==> config.mk <==
export PLATFORM = sky130hd
export DESIGN_NAME = pll_lock_ctrl_flat
export DESIGN_NICKNAME = d
export VERILOG_FILES = /design/src/rtl/pll_ctrl_pkg.sv /design/src/rtl/pll_lock_ctrl_if.sv /design/src/rtl/pll_lock_sync.sv /design/src/rtl/pll_lock_ctrl.sv /design/src/flat_wrapper.sv
export SDC_FILE = /design/constraint.sdc
export NUM_CORES = 1
export LEC_CHECK = 0
export CORE_ASPECT_RATIO = 1.75
export CORE_UTILIZATION = 50
export DETAILED_ROUTE_END_ITERATION = 10
export PLACE_DENSITY = 0.71
export SLEW_MARGIN = 20
export SYNTH_ARGS = -nofsm -noshare
export SYNTH_HDL_FRONTEND = slang
export SYNTH_HIERARCHICAL = 1
export SYNTH_SLANG_ARGS = --single-unit
==> constraint.sdc <==
create_clock -name clk -period 2.3 [get_ports clk]
set_input_delay 0.23 -clock clk [delete_from_list [all_inputs] [get_ports clk]]
set_output_delay 0.23 -clock clk [all_outputs]
set_load 0.1 [all_outputs]
==> src/rtl/pll_ctrl_pkg.sv <==
// Shared definitions for the PLL lock controller: state encoding, timer width
// and a saturating retry-counter helper.
package pll_ctrl_pkg;

  localparam int TIMER_W = 16;
  localparam int RETRY_W = 4;

  localparam logic [2:0] S_RST  = 3'd0;
  localparam logic [2:0] S_WAIT = 3'd1;
  localparam logic [2:0] S_STAB = 3'd2;
  localparam logic [2:0] S_GDLY = 3'd3;
  localparam logic [2:0] S_RUN  = 3'd4;
  localparam logic [2:0] S_FAIL = 3'd5;

  typedef enum logic [2:0] {
    ST_RST  = S_RST,
    ST_WAIT = S_WAIT,
    ST_STAB = S_STAB,
    ST_GDLY = S_GDLY,
    ST_RUN  = S_RUN,
    ST_FAIL = S_FAIL
  } state_e;

  typedef logic [TIMER_W-1:0] timer_t;
  typedef logic [RETRY_W-1:0] retry_t;

  function automatic retry_t sat_inc(input retry_t cnt, input retry_t max_val);
    return (cnt >= max_val) ? max_val : retry_t'(cnt + retry_t'(1));
  endfunction

endpackage

==> src/rtl/pll_lock_ctrl_if.sv <==
// Control/status bundle between the PLL lock controller and its environment.
interface pll_lock_ctrl_if;
  import pll_ctrl_pkg::*;

  // restart is a one-cycle strobe sampled on clk; pll_lock is a raw asynchronous
  // level. Every output is a registered level, so there is no valid/ready pairing.
  logic       restart;
  logic       pll_lock;
  logic       pll_rst;
  logic       clkout0_gate;
  logic       ready;
  logic       fail;
  logic       lock_lost;
  retry_t     retry_cnt;
  logic [2:0] state;

  modport master (
    input  restart,
    input  pll_lock,
    output pll_rst,
    output clkout0_gate,
    output ready,
    output fail,
    output lock_lost,
    output retry_cnt,
    output state
  );

  modport slave (
    output restart,
    output pll_lock,
    input  pll_rst,
    input  clkout0_gate,
    input  ready,
    input  fail,
    input  lock_lost,
    input  retry_cnt,
    input  state
  );

endinterface

==> src/rtl/pll_lock_sync.sv <==
// Two-flop synchronizer bringing the asynchronous PLL lock flag into clk.
module pll_lock_sync (
  input  logic clk,
  input  logic rst_n,
  input  logic async_in,
  output logic sync_out
);

  logic meta_q, meta_d;
  logic sync_q, sync_d;

  always_comb begin
    meta_d = async_in;
    sync_d = meta_q;
  end

  always_ff @(posedge clk or negedge rst_n) begin
    if (!rst_n) begin
      meta_q <= 1'b0;
      sync_q <= 1'b0;
    end else begin
      meta_q <= meta_d;
      sync_q <= sync_d;
    end
  end

  assign sync_out = sync_q;

endmodule

==> src/rtl/pll_lock_ctrl.sv <==
// PLL lock sequencer: pulses the PLL reset, waits for a stable lock, then opens
// the clkout0 gate; retries on timeout and gives up after MAX_RETRY failures.
module pll_lock_ctrl
  import pll_ctrl_pkg::*;
#(
  parameter int unsigned RST_CYCLES   = 16,
  parameter int unsigned LOCK_TIMEOUT = 50000,
  parameter int unsigned LOCK_STABLE  = 256,
  parameter int unsigned GATE_DELAY   = 8,
  parameter int unsigned MAX_RETRY    = 3
) (
  input  logic            clk,
  input  logic            rst_n,
  pll_lock_ctrl_if.master bus
);

  localparam timer_t RST_LAST  = timer_t'(RST_CYCLES - 1);
  localparam timer_t TO_LAST   = timer_t'(LOCK_TIMEOUT - 1);
  localparam timer_t STAB_LAST = timer_t'(LOCK_STABLE - 1);
  localparam timer_t GDLY_LAST = timer_t'(GATE_DELAY - 1);
  localparam retry_t RETRY_MAX = retry_t'(MAX_RETRY);

  logic   lock_s;
  state_e state_q, state_d;
  timer_t timer_q, timer_d;
  retry_t retry_q, retry_d;
  logic   lock_lost_q, lock_lost_d;
  logic   pll_rst_q, pll_rst_d;
  logic   gate_q, gate_d;
  logic   fail_q, fail_d;
  logic   timeout_ev;
  retry_t retry_inc;

  pll_lock_sync u_sync (
    .clk      (clk),
    .rst_n    (rst_n),
    .async_in (bus.pll_lock),
    .sync_out (lock_s)
  );

  always_comb begin
    state_d     = state_q;
    retry_d     = retry_q;
    lock_lost_d = lock_lost_q;
    timeout_ev  = 1'b0;
    retry_inc   = sat_inc(retry_q, RETRY_MAX);

    unique case (state_q)
      ST_RST: begin
        if (timer_q == RST_LAST) state_d = ST_WAIT;
      end
      ST_WAIT: begin
        if (lock_s)                   state_d    = ST_STAB;
        else if (timer_q == TO_LAST)  timeout_ev = 1'b1;
      end
      ST_STAB: begin
        if (!lock_s)                   state_d = ST_WAIT;
        else if (timer_q == STAB_LAST) state_d = ST_GDLY;
      end
      ST_GDLY: begin
        if (!lock_s)                   timeout_ev = 1'b1;
        else if (timer_q == GDLY_LAST) state_d    = ST_RUN;
      end
      ST_RUN: begin
        if (!lock_s) begin
          state_d     = ST_RST;
          lock_lost_d = 1'b1;
          retry_d     = retry_inc;
        end
      end
      ST_FAIL: state_d = ST_FAIL;
      default: state_d = ST_RST;
    endcase

    if (timeout_ev) begin
      retry_d = retry_inc;
      state_d = (retry_inc == RETRY_MAX) ? ST_FAIL : ST_RST;
    end

    // restart overrides whatever the lock or timer decided this cycle
    if (bus.restart) begin
      state_d     = ST_RST;
      retry_d     = '0;
      lock_lost_d = 1'b0;
    end
  end

  // Timer restarts on every state entry, including a restart re-entering RST.
  always_comb begin
    if (bus.restart || (state_d != state_q)) timer_d = '0;
    else if (timer_q == '1)                  timer_d = timer_q;
    else                                     timer_d = timer_t'(timer_q + timer_t'(1));
  end

  always_comb begin
    pll_rst_d = (state_d == ST_RST) || (state_d == ST_FAIL);
    gate_d    = (state_d == ST_RUN);
    fail_d    = (state_d == ST_FAIL);
  end

  always_ff @(posedge clk or negedge rst_n) begin
    if (!rst_n) begin
      state_q     <= ST_RST;
      timer_q     <= '0;
      retry_q     <= '0;
      lock_lost_q <= 1'b0;
      pll_rst_q   <= 1'b1;
      gate_q      <= 1'b0;
      fail_q      <= 1'b0;
    end else begin
      state_q     <= state_d;
      timer_q     <= timer_d;
      retry_q     <= retry_d;
      lock_lost_q <= lock_lost_d;
      pll_rst_q   <= pll_rst_d;
      gate_q      <= gate_d;
      fail_q      <= fail_d;
    end
  end

  assign bus.pll_rst      = pll_rst_q;
  assign bus.clkout0_gate = gate_q;
  assign bus.ready        = gate_q;
  assign bus.fail         = fail_q;
  assign bus.lock_lost    = lock_lost_q;
  assign bus.retry_cnt    = retry_q;
  assign bus.state        = state_q;

endmodule

==> src/flat_wrapper.sv <==
// flat-port wrapper written by rule: the top's interface ports become plain ports
module pll_lock_ctrl_flat import pll_ctrl_pkg::*;
#(
  parameter int unsigned RST_CYCLES   = 16,
  parameter int unsigned LOCK_TIMEOUT = 50000,
  parameter int unsigned LOCK_STABLE  = 256,
  parameter int unsigned GATE_DELAY   = 8,
  parameter int unsigned MAX_RETRY    = 3
)
  (clk, rst_n, bus_restart, bus_pll_lock, bus_pll_rst, bus_clkout0_gate, bus_ready, bus_fail, bus_lock_lost, bus_retry_cnt, bus_state);
  pll_lock_ctrl_if bus_i ();
  input  logic clk;
  input  logic rst_n;
  input wire logic [$bits(bus_i.restart)-1:0] bus_restart;
  input wire logic [$bits(bus_i.pll_lock)-1:0] bus_pll_lock;
  output wire logic [$bits(bus_i.pll_rst)-1:0] bus_pll_rst;
  output wire logic [$bits(bus_i.clkout0_gate)-1:0] bus_clkout0_gate;
  output wire logic [$bits(bus_i.ready)-1:0] bus_ready;
  output wire logic [$bits(bus_i.fail)-1:0] bus_fail;
  output wire logic [$bits(bus_i.lock_lost)-1:0] bus_lock_lost;
  output wire logic [$bits(bus_i.retry_cnt)-1:0] bus_retry_cnt;
  output wire logic [$bits(bus_i.state)-1:0] bus_state;
  assign bus_i.restart = bus_restart;
  assign bus_i.pll_lock = bus_pll_lock;
  assign bus_pll_rst = bus_i.pll_rst;
  assign bus_clkout0_gate = bus_i.clkout0_gate;
  assign bus_ready = bus_i.ready;
  assign bus_fail = bus_i.fail;
  assign bus_lock_lost = bus_i.lock_lost;
  assign bus_retry_cnt = bus_i.retry_cnt;
  assign bus_state = bus_i.state;
  pll_lock_ctrl #(.RST_CYCLES(RST_CYCLES), .LOCK_TIMEOUT(LOCK_TIMEOUT), .LOCK_STABLE(LOCK_STABLE), .GATE_DELAY(GATE_DELAY), .MAX_RETRY(MAX_RETRY)) u_core (.clk(clk), .rst_n(rst_n), .bus(bus_i));
endmodule
Yosys cells after proc, flatten, opt, wreduce, memory -nomap -nowiden
Cells that the tools add are included.
- reductions and logical operators: 8
- eq/ne operators: 17
- bitwise logic cells: 0
- div/mod/pow operators: 0
- multiplexer cells: 25
- $lt $le $gt $ge: 1
- shift operators: 0
- multipliers: 0
- $add $sub $neg: 2
- operator list (operator ; count):
    $eq 16x16->1 const B ; 2
    $mux 16 ; 2
    $mux 3 ; 10
    $mux 4 ; 5
    $pmux 3 s6 ; 1
    $add 16x1->16 const B ; 1
    $eq 16x3->1 const B ; 1
    $eq 16x4->1 const B ; 1
    $eq 16x8->1 const B ; 1
    $eq 3x3->1 const B ; 4
    $eq 3x2->1 const B ; 2
    $logic_not 3->1 ; 2
    $mux 1 ; 6
    $add 4x1->4 const B ; 1
    $eq 4x2->1 const B ; 1
    $ge 4x2->1 const B ; 1
    $reduce_and 2->1 ; 2
    $eq 3x1->1 const B ; 1
    $ne 3x2->1 const B ; 1
    $ne 3x3->1 ; 1
    $reduce_bool 3->1 ; 1
    $logic_or 1x1->1 ; 2
    $ne 2x1->1 const B ; 1
    $ne 2x2->1 const B ; 1
    2 further kinds ; 2
- input bits: 4
- bits in latches: 0
- output and inout port bits: 12
- bits in registers: 29
- memories: 0
- logic and storage cells: 62
- memory bits (writable): 0
- bits in read-only memories: 0

Depth between registers and ports, before layout
Gate-level depths: netlist (run 1).
- depth after elaboration: 9
- mapped depth: 8
- mapped depth without buffers: 7

By module
Netlist (run 1), hierarchy kept.
- by module, submodules not included (module ; times used ; sequential area each (um^2) ; cells each ; area an instance (um^2)):
    pll_lock_ctrl ; 1 ; 676.9 ; 165 ; 1741.7
    pll_lock_sync ; 1 ; 50.0 ; 2 ; 50.0

Worst setup path before layout (run 1)
Ideal clock, no wire load.
- kind: register to register
- start: register u_core.retry_q[0] (netlist: u_core/bus.retry_cnt[0])
- end: register u_core.timer_q[0]
- data required time: 2.220 ns
- path buffers: 1
- cell stages (with the launch flop): 9
- library setup time: 0.080 ns
- arrival: 2.575 ns
- setup slack: -0.355 ns
- clock period less this slack: 2.655 ns
- path through: dfrtp_1 -> ha_1 -> nor3_1 -> o21a_1 -> o41ai_1 -> o41ai_1 -> nand3_2 -> clkbuf_8 -> nor3_2
- cells in the longest elaborated chain, start to end: 9
- elaborated cells between the ends (all ways): 11
- classes of those cells: add/sub: 1; order compare: 1; eq/ne: 3; mux: 5; reduce/logical: 1
- RTL lines (what ; line ; source):
    start: declaration ; pll_lock_ctrl.sv:26 ; retry_t retry_q, retry_d;
    start signal: assignment ; pll_lock_ctrl.sv:113 ; retry_q <= retry_d;
    $add 4x1->4 or $ge 4x2->1 (tied branches) ; pll_ctrl_pkg.sv:28 ; return (cnt >= max_val) ? max_val : retry_t'(cnt + retry_t'(1));
    $mux 4 (*) ; pll_ctrl_pkg.sv:28 ;
    $eq 4x2->1 (*) ; pll_lock_ctrl.sv:77 ; state_d = (retry_inc == RETRY_MAX) ? ST_FAIL : ST_RST;
    $mux 3 (*) ; pll_lock_ctrl.sv:77 ;
    $mux 3 (*) ; pll_lock_ctrl.sv:75 ; if (timeout_ev) begin
    $mux 3 (*) ; pll_lock_ctrl.sv:81 ; if (bus.restart) begin
    $ne 3x3->1 (*) ; pll_lock_ctrl.sv:90 ; if (bus.restart || (state_d != state_q)) timer_d = '0;
    $logic_or 1x1->1 (*) ; pll_lock_ctrl.sv:90 ;
    $ne 2x1->1 (no line) or $mux 16 (tied branches) ; -- ;
    end signal: assignment ; pll_lock_ctrl.sv:112 ; timer_q <= timer_d;
    end: declaration ; pll_lock_ctrl.sv:25 ; timer_t timer_q, timer_d;
Mark *: on every way between the ends. The rest lies on a longest branch, timed or not.
A chain may end at the register's enable or synchronous reset.

Worst setup path in the final report (run 1)
- start: register u_core.retry_q[0] (netlist: u_core/bus.retry_cnt[0])
- end: register u_core.timer_q[13]
The elaborated chain is that of the path after synthesis.

==> results of run 1 <==
-- logic make-up after synthesis --
group	count (synthesis)	synth area share [%]
DFF	29	40.6
muxes	4	2.30
AOI/OAI and AO/OA	25	12.9
and+or+nand+nor	82	31.1
adders and majority gates	2	1.40
xor gates and xnor gates	10	4.89
buffers and inverters	15	6.77
-- sequential cells by signal (all words and copies together) (netlist names) --
| signal | count |
|---|---|
| u_core/bus.retry_cnt | 4 |
| u_core/bus.fail | 1 |
| u_core/bus.clkout0_gate | 1 |
| u_core/timer_q | 16 |
| u_core/bus.state | 3 |
| u_core/u_sync/sync_out | 1 |
| u_core/bus.lock_lost | 1 |
| u_core/u_sync/meta_q | 1 |
| u_core/bus.pll_rst | 1 |
-- final timing paths --
kind	startpoint	end	slack, ps	depth (start not counted)
max	u_core/bus.retry_cnt[0]	u_core/timer_q[13]	70	8
min	rst_n	u_core/timer_q[9]	350	2
max reg2reg	u_core/bus.retry_cnt[0]	u_core/timer_q[13]	70	8
min reg2reg	u_core/u_sync/meta_q	u_core/u_sync/sync_out	350	0
max in group asynchronous	rst_n	u_core/bus.pll_rst	1640	2
min in group clk	u_core/u_sync/meta_q	u_core/u_sync/sync_out	350	0
-- worst max-delay path, delay by kind of cell, from the launching register on --
family,cells,cell delay (ps)
AOI/OAI and AO/OA,3,690
and+or+nand+nor,3,560
buffers and inverters,1,190
DFF,1,510
adders and majority gates,1,180
-- report_power, final --
group          switching (uW)  total (uW)  internal [uW]  leakage, uW
Clock                     179         393            214    0.0000395
Combinational             125         201           75.9     0.000506
Sequential               18.0         546            528     0.000380
Total                     322        1140            819     0.000926
-- layout make-up --
class / count / area (um2)
Fill cell: 296 / 1220
Multi-Input combinational cell: 123 / 1000
Sequential cell: 29 / 746
Timing Repair Buffer: 29 / 272
Clock buffer: 8 / 80.1
Tap cell: 45 / 56.3
Inverter: 6 / 22.5
-- synth_stat cells (2+ instances only) --
cell type / number / area [um2]
nand2_1: 9 / 33.8
a21oi_1: 5 / 25.0
o31ai_4: 2 / 42.5
nand4_1: 8 / 50.1
or4_4: 2 / 22.5
o21a_1: 2 / 15.0
dfrtp_1: 28 / 701
nor3_1: 7 / 35.0
inv_1: 6 / 22.5
ha_1: 2 / 25.0
clkbuf_8: 3 / 41.3
and2_1: 3 / 18.8
xor2_1: 8 / 70.1
nor3_2: 9 / 90.1
o21ai_0: 2 / 10.0
or2_2: 2 / 12.5
xnor2_1: 2 / 17.5
mux2i_1: 3 / 30.0
nand3_2: 2 / 20.0
nor3b_1: 2 / 15.0
and3_1: 2 / 12.5
nor4_1: 3 / 18.8
nand3_1: 8 / 40.0
buf_6: 4 / 45.0
o41ai_1: 2 / 17.5
nor2_1: 14 / 52.6
-- placed cells by master (no fill, tap or decap), types with 2 or more instances in the layout --
cell / instances
nand4_1: 8
nor3b_1: 2
clkbuf_8: 5
nor3_4: 2
nor3_1: 6
nand3_2: 2
xor2_1: 8
mux2i_1: 3
nor3_2: 9
xnor2_1: 2
o41ai_2: 2
nand2_1: 9
nor4_2: 2
dfrtp_2: 3
inv_1: 6
buf_12: 2
a21oi_1: 5
nor2_1: 14
or4_4: 2
o21ai_0: 2
dfrtp_4: 4
buf_4: 22
clkdlybuf4s50_1: 3
dfrtp_1: 21
and2_1: 3
or2_2: 2
clkbuf_1: 3
nand3_1: 8
and3_1: 2
nor4_1: 2
o31ai_4: 2
o21a_1: 2
-- stage by stage --
stage | area [um2] | TNS [ps] | utilization (%)
after global routing | 2180 | -27.7 | 64.1
after detailed placement | 2020 | 0 | 59.4
after CTS | 2110 | 0 | 62.0
after global placement | 2020 | 0 | 59.4
after floorplan | 1840 | -52.5 | -
final | 2180 | 0 | 64.1
-- what timing repair did --
action | 4_1_cts | 5_1_grt
endpoints found under the setup margin | 1 | 12
pin swaps | 1 | 4
gates cloned | 0 | 1
setup buffers | 1 | 2
gates resized for setup | 0 | 5
-- metal layers --
layer | vias to the layer above | global-route usage [%] | routed length [um]
met2 | 58 | 44.4 | 2550
met5 | - | 0 | 0
met1 | 736 | 22.6 | 1430
li1 | 666 | - | -
met4 | 0 | 16.3 | 168
met3 | 17 | 3.78 | 148
==> results.py, run 1 <==
metrics = {
    "status": {
        "status": "finished, final reports clean",
    },
    "setup_path": {
        "critPathKind": "reg -> reg",
        "path_cells": "ha_4, nor3_4, o21a_1, o41ai_2, o41ai_2, nand3_2, buf_6, nor3_1",
        "worstPathArrival_ps": 2420,
        "slowest_delay_ps": 510,
        "crit_top_cell": "o41ai_2",
        "crit_fanout": 5,
        "slowest_stage": "dfrtp_4",
        "crit_required_ps": 2490,
        "start_kind": "register",
        "critPathCaptureType": "register",
    },
    "min_path": {
        "hp-class": "in -> async",
    },
    "clocking": {
        "cts_buffers": 5,
        "clk_pin_slew_ps": 60,
        "h-tree-depth": 2,
        "cts_tree": "done",
        "hold_buffers": 0,
        "clock-sinks": 29,
        "worstSkewPairLatency_ps": 270,
        "cts-root-buf": "clkbuf_8",
        "clockBufferDepth": 2,
    },
    "finish": {
        "n_antenna_cell": 0,
        "syn_to_final_growth_pct": 21.6,
        "drive_gt1_share_pct": 39.0,
        "instances_no_fill": 240,
        "fin_nets": 200,
    },
    "synth": {
        "synth.ff_latch_count": 29,
        "synthArstFlopShare_pct": 100,
        "synth_cells": 167,
        "postSynthAreaPerCell_um2": 10.7,
        "synthesis.nets": 173,
        "syn_area_mm2": 0.00179,
        "synth.distinct_cells": 53,
        "ys.flop_type": "dfrtp_1",
        "yosysWarnings": 6,
        "yosysSeqAreaShare_pct": 40.6,
        "synth_enable_flop_cells": 0,
    },
    "grt": {
        "grt_pass1_vias": 1474,
        "grt_max_degree": 30,
        "grt_overflow": 0,
        "antenna_found_initial": 0,
        "grt_pass1_wl_um": 6550,
        "grt_usage_pct": 24.3,
    },
    "sta": {
        "fin_skew_ps": 4.20,
        "min_period_ps": 2230,
        "holdWs_ps": 349,
        "setup_violations": 0,
        "finalMaxSlewViolations": 0,
        "finalCritPeriodShare_pct": 97.0,
        "clock.fmax_mhz": 448,
        "slew_headroom_pct": 63.6,
        "setup_ws_ps": 69.7,
        "tightest_slew_ps": 539,
        "finalHoldViolCount": 0,
        "rsz0062_at_grt": "yes",
    },
    "route": {
        "wl_per_cell_um": 17.9,
        "drt_iter0_drc": 44,
        "totalWireLength_um": 4300,
        "routed_via_density": 6.15,
        "drc": 0,
        "vias": 1477,
        "ant_nets": 0,
        "firstDrtPassIters": 4,
    },
    "job": {
        "drv_cap": 0,
    },
    "die": {
        "die_height_um": 81.2,
        "die_x_um": 47.3,
        "io_pins": 16,
        "die_area_mm2": 0.00384,
        "rows": 28,
        "core-area_mm2": 0.00340,
        "start_util_pct": 52.7,
    },
    "placement": {
        "numPortBuffers": 15,
        "dp_cells": 228,
        "place.gp.congestion": 0.879,
        "place_worst_setup_slack_ps": 6.32,
        "place.detailed.hpwl_um": 2970,
    },
    "pwr": {
        "peakVddDrop_mv": 0.423,
        "p_leak_uw": 0.000926,
        "finalPower_uw": 1140,
        "power.density_mw_per_mm2": 524,
    },
}
(Power assumes the default switching activity.)
==> inputs of run 2 (changes only) <==
--- a/config.mk
+++ b/config.mk
@@ -9,6 +9,7 @@
 export CORE_UTILIZATION = 50
 export DETAILED_ROUTE_END_ITERATION = 10
 export PLACE_DENSITY = 0.71
+export REMOVE_ABC_BUFFERS = 1
 export SLEW_MARGIN = 20
 export SYNTH_ARGS = -nofsm -noshare
 export SYNTH_HDL_FRONTEND = slang
==> run 2 against run 1 <==
Final area fell by 2.6%. Sequential power fell by 1%. Die area did not move. Critical path type unchanged. Fmax rose by 0.65%. Largest cell class unchanged. Combinational power fell by 12%. Highest routed layer unchanged. Sequential share of layout area barely moved.
==> results.py, run 2 (same netlist as run 1, synthesis figures left out) <==
metrics = {
    "status": {
        "status": "finished, final reports clean",
    },
    "placement": {
        "place.detailed.hpwl_um": 2760,
        "dp_cells": 227,
        "numPortBuffers": 15,
        "place.gp.congestion": 0.911,
        "place_worst_setup_slack_ps": 4.46,
    },
    "setup_path": {
        "cp.depth": 8,
        "critical_path.top_delay_family": "compound AO/OA/AOI/OAI gates",
        "critPathCaptureType": "register",
        "rrSetupSlack_ps": 80,
        "r2r-end": "u_core/timer_q[8]",
        "start_kind": "register",
        "slowest_stage": "dfrtp_1",
        "critPathKind": "reg -> reg",
        "path_cells": "ha_4, nor4b_4, nand4_2, o21a_1, a311oi_4, o22ai_2, buf_12, nor3_2",
        "crit_required_ps": 2500,
        "r2r_cells": 8,
        "crit_fanout": 10,
        "slowest_delay_ps": 450,
        "crit_start": "u_core/timer_q[0]",
        "cp_num_buf_inv": 1,
        "reg2reg_from": "u_core/timer_q[0]",
        "worstPathArrival_ps": 2420,
        "worstSetupEndpoint": "u_core/timer_q[8]",
    },
    "route": {
        "top_layer": "met4",
        "drt_iter0_drc": 32,
        "drc": 0,
        "wl_met1_um": 1440,
        "ant_nets": 0,
        "vias": 1392,
        "wl_per_cell_um": 15.9,
        "routed_via_density": 5.80,
        "totalWireLength_um": 3830,
        "dr_wl_met3_um": 113,
        "wl_met2_um": 2100,
        "firstDrtPassIters": 4,
    },
    "die": {
        "rows": 28,
        "core-area_mm2": 0.00340,
        "start_util_pct": 52.7,
        "die_height_um": 81.2,
        "io_pins": 16,
        "die_x_um": 47.3,
        "die_area_mm2": 0.00384,
    },
    "finish": {
        "instances_no_fill": 240,
        "fin_nets": 200,
        "final_common_cell": "dfrtp_1",
        "final_cell_mix": "dfrtp_1, buf_4, nor2_1, nor3_2, nand2_1",
        "syn_to_final_growth_pct": 18.4,
        "n_antenna_cell": 0,
        "nFillCells": 288,
        "regMostFlops": "u_core/timer_q",
        "finish.utilization_pct": 62.4,
        "drive_gt1_share_pct": 36.4,
        "largest_reg_flops": 16,
    },
    "job": {
        "drv_cap": 0,
    },
    "pwr": {
        "power.density_mw_per_mm2": 528,
        "peakVddDrop_mv": 0.502,
        "p_leak_uw": 0.000921,
    },
    "grt": {
        "grt_pass1_vias": 1383,
        "grt_pass1_wl_um": 6200,
        "grt_overflow": 0,
        "grt_max_degree": 30,
        "antenna_found_initial": 0,
        "grt_usage_pct": 23.0,
    },
    "sta": {
        "clock.fmax_mhz": 451,
        "slew_headroom_pct": 66.3,
        "finalCritPeriodShare_pct": 96.3,
        "fin_skew_ps": 10.7,
        "holdWs_ps": 324,
        "min_period_ps": 2220,
        "tightest_slew_ps": 499,
        "setup_ws_ps": 84.0,
        "finalMaxSlewViolations": 0,
        "setup_violations": 0,
        "finalHoldViolCount": 0,
    },
    "clocking": {
        "clock-sinks": 29,
        "clk_pin_slew_ps": 70,
        "cts_tree": "done",
        "h-tree-depth": 2,
        "cts-root-buf": "clkbuf_8",
        "cts_buffers": 5,
        "clockBufferDepth": 2,
        "worstSkewPairLatency_ps": 290,
    },
    "min_path": {
        "hp-class": "in -> async",
    },
}
-- run 2: worst min-delay path by stage --
stage / from / to / cells after the start
after floorplan: rst_n / u_core/bus.clkout0_gate / 0
after global placement: u_core/u_sync/meta_q / u_core/u_sync/sync_out / 0
after detailed placement: u_core/u_sync/meta_q / u_core/u_sync/sync_out / 0
after CTS: rst_n / u_core/bus.state[2] / 2
after global routing: rst_n / u_core/u_sync/sync_out / 2
final: rst_n / u_core/bus.state[2] / 2
-- run 2: metrics by stage --
step	setup TNS, ps	cell area [um2]	total power (uW)
floorplan	-6890	1690	660
global placement	0	1950	708
detailed placement	0	1950	713
CTS	0	2040	1130
global route	-26.3	2120	1170
finish	0	2120	1120
-- run 2: power breakdown --
group | internal [uW] | switching [uW] | leakage [uW]
combinational | 59.2 | 118 | 0.000484
clock | 209 | 195 | 0.0000450
sequential | 524 | 15.0 | 0.000392
-- run 2: per-layer routing --
layer / GRT usage, % / vias to the layer above
li1: - / 664
met1: 23.7 / 681
met2: 39.2 / 31
met3: 4.67 / 16
met4: 15.4 / 0
met5: 0 / -
-- run 2: timing repair --
| item | 4_1_cts | 5_1_grt |
|---|---|---|
| endpoints found under the setup margin | 1 | 13 |
| pin swaps | 1 | 5 |
| hold buffers | 0 | 0 |
| setup buffers | 0 | 5 |
| resized for setup | 2 | 7 |
-- run 2: area by class of cell --
type	count	area, um2	share of cell area (%)
multi-input cells	123	995	46.9
flip-flops and latches	29	727	34.3
repair buffers	29	238	11.2
clock buffers	6	72.6	3.42
well taps	45	56.3	2.65
inverters	6	22.5	1.06
clock inverters	2	10.0	0.472
==> inputs of run 3 (changes only) <==
--- a/config.mk
+++ b/config.mk
@@ -5,6 +5,7 @@
 export SDC_FILE = /design/constraint.sdc
 export NUM_CORES = 1
 export LEC_CHECK = 0
+export CAP_MARGIN = 20
 export CORE_ASPECT_RATIO = 1.75
 export CORE_UTILIZATION = 50
 export DETAILED_ROUTE_END_ITERATION = 10
==> results of run 3 <==
The final DEF is identical to that of run 2; final timing and power are the same.
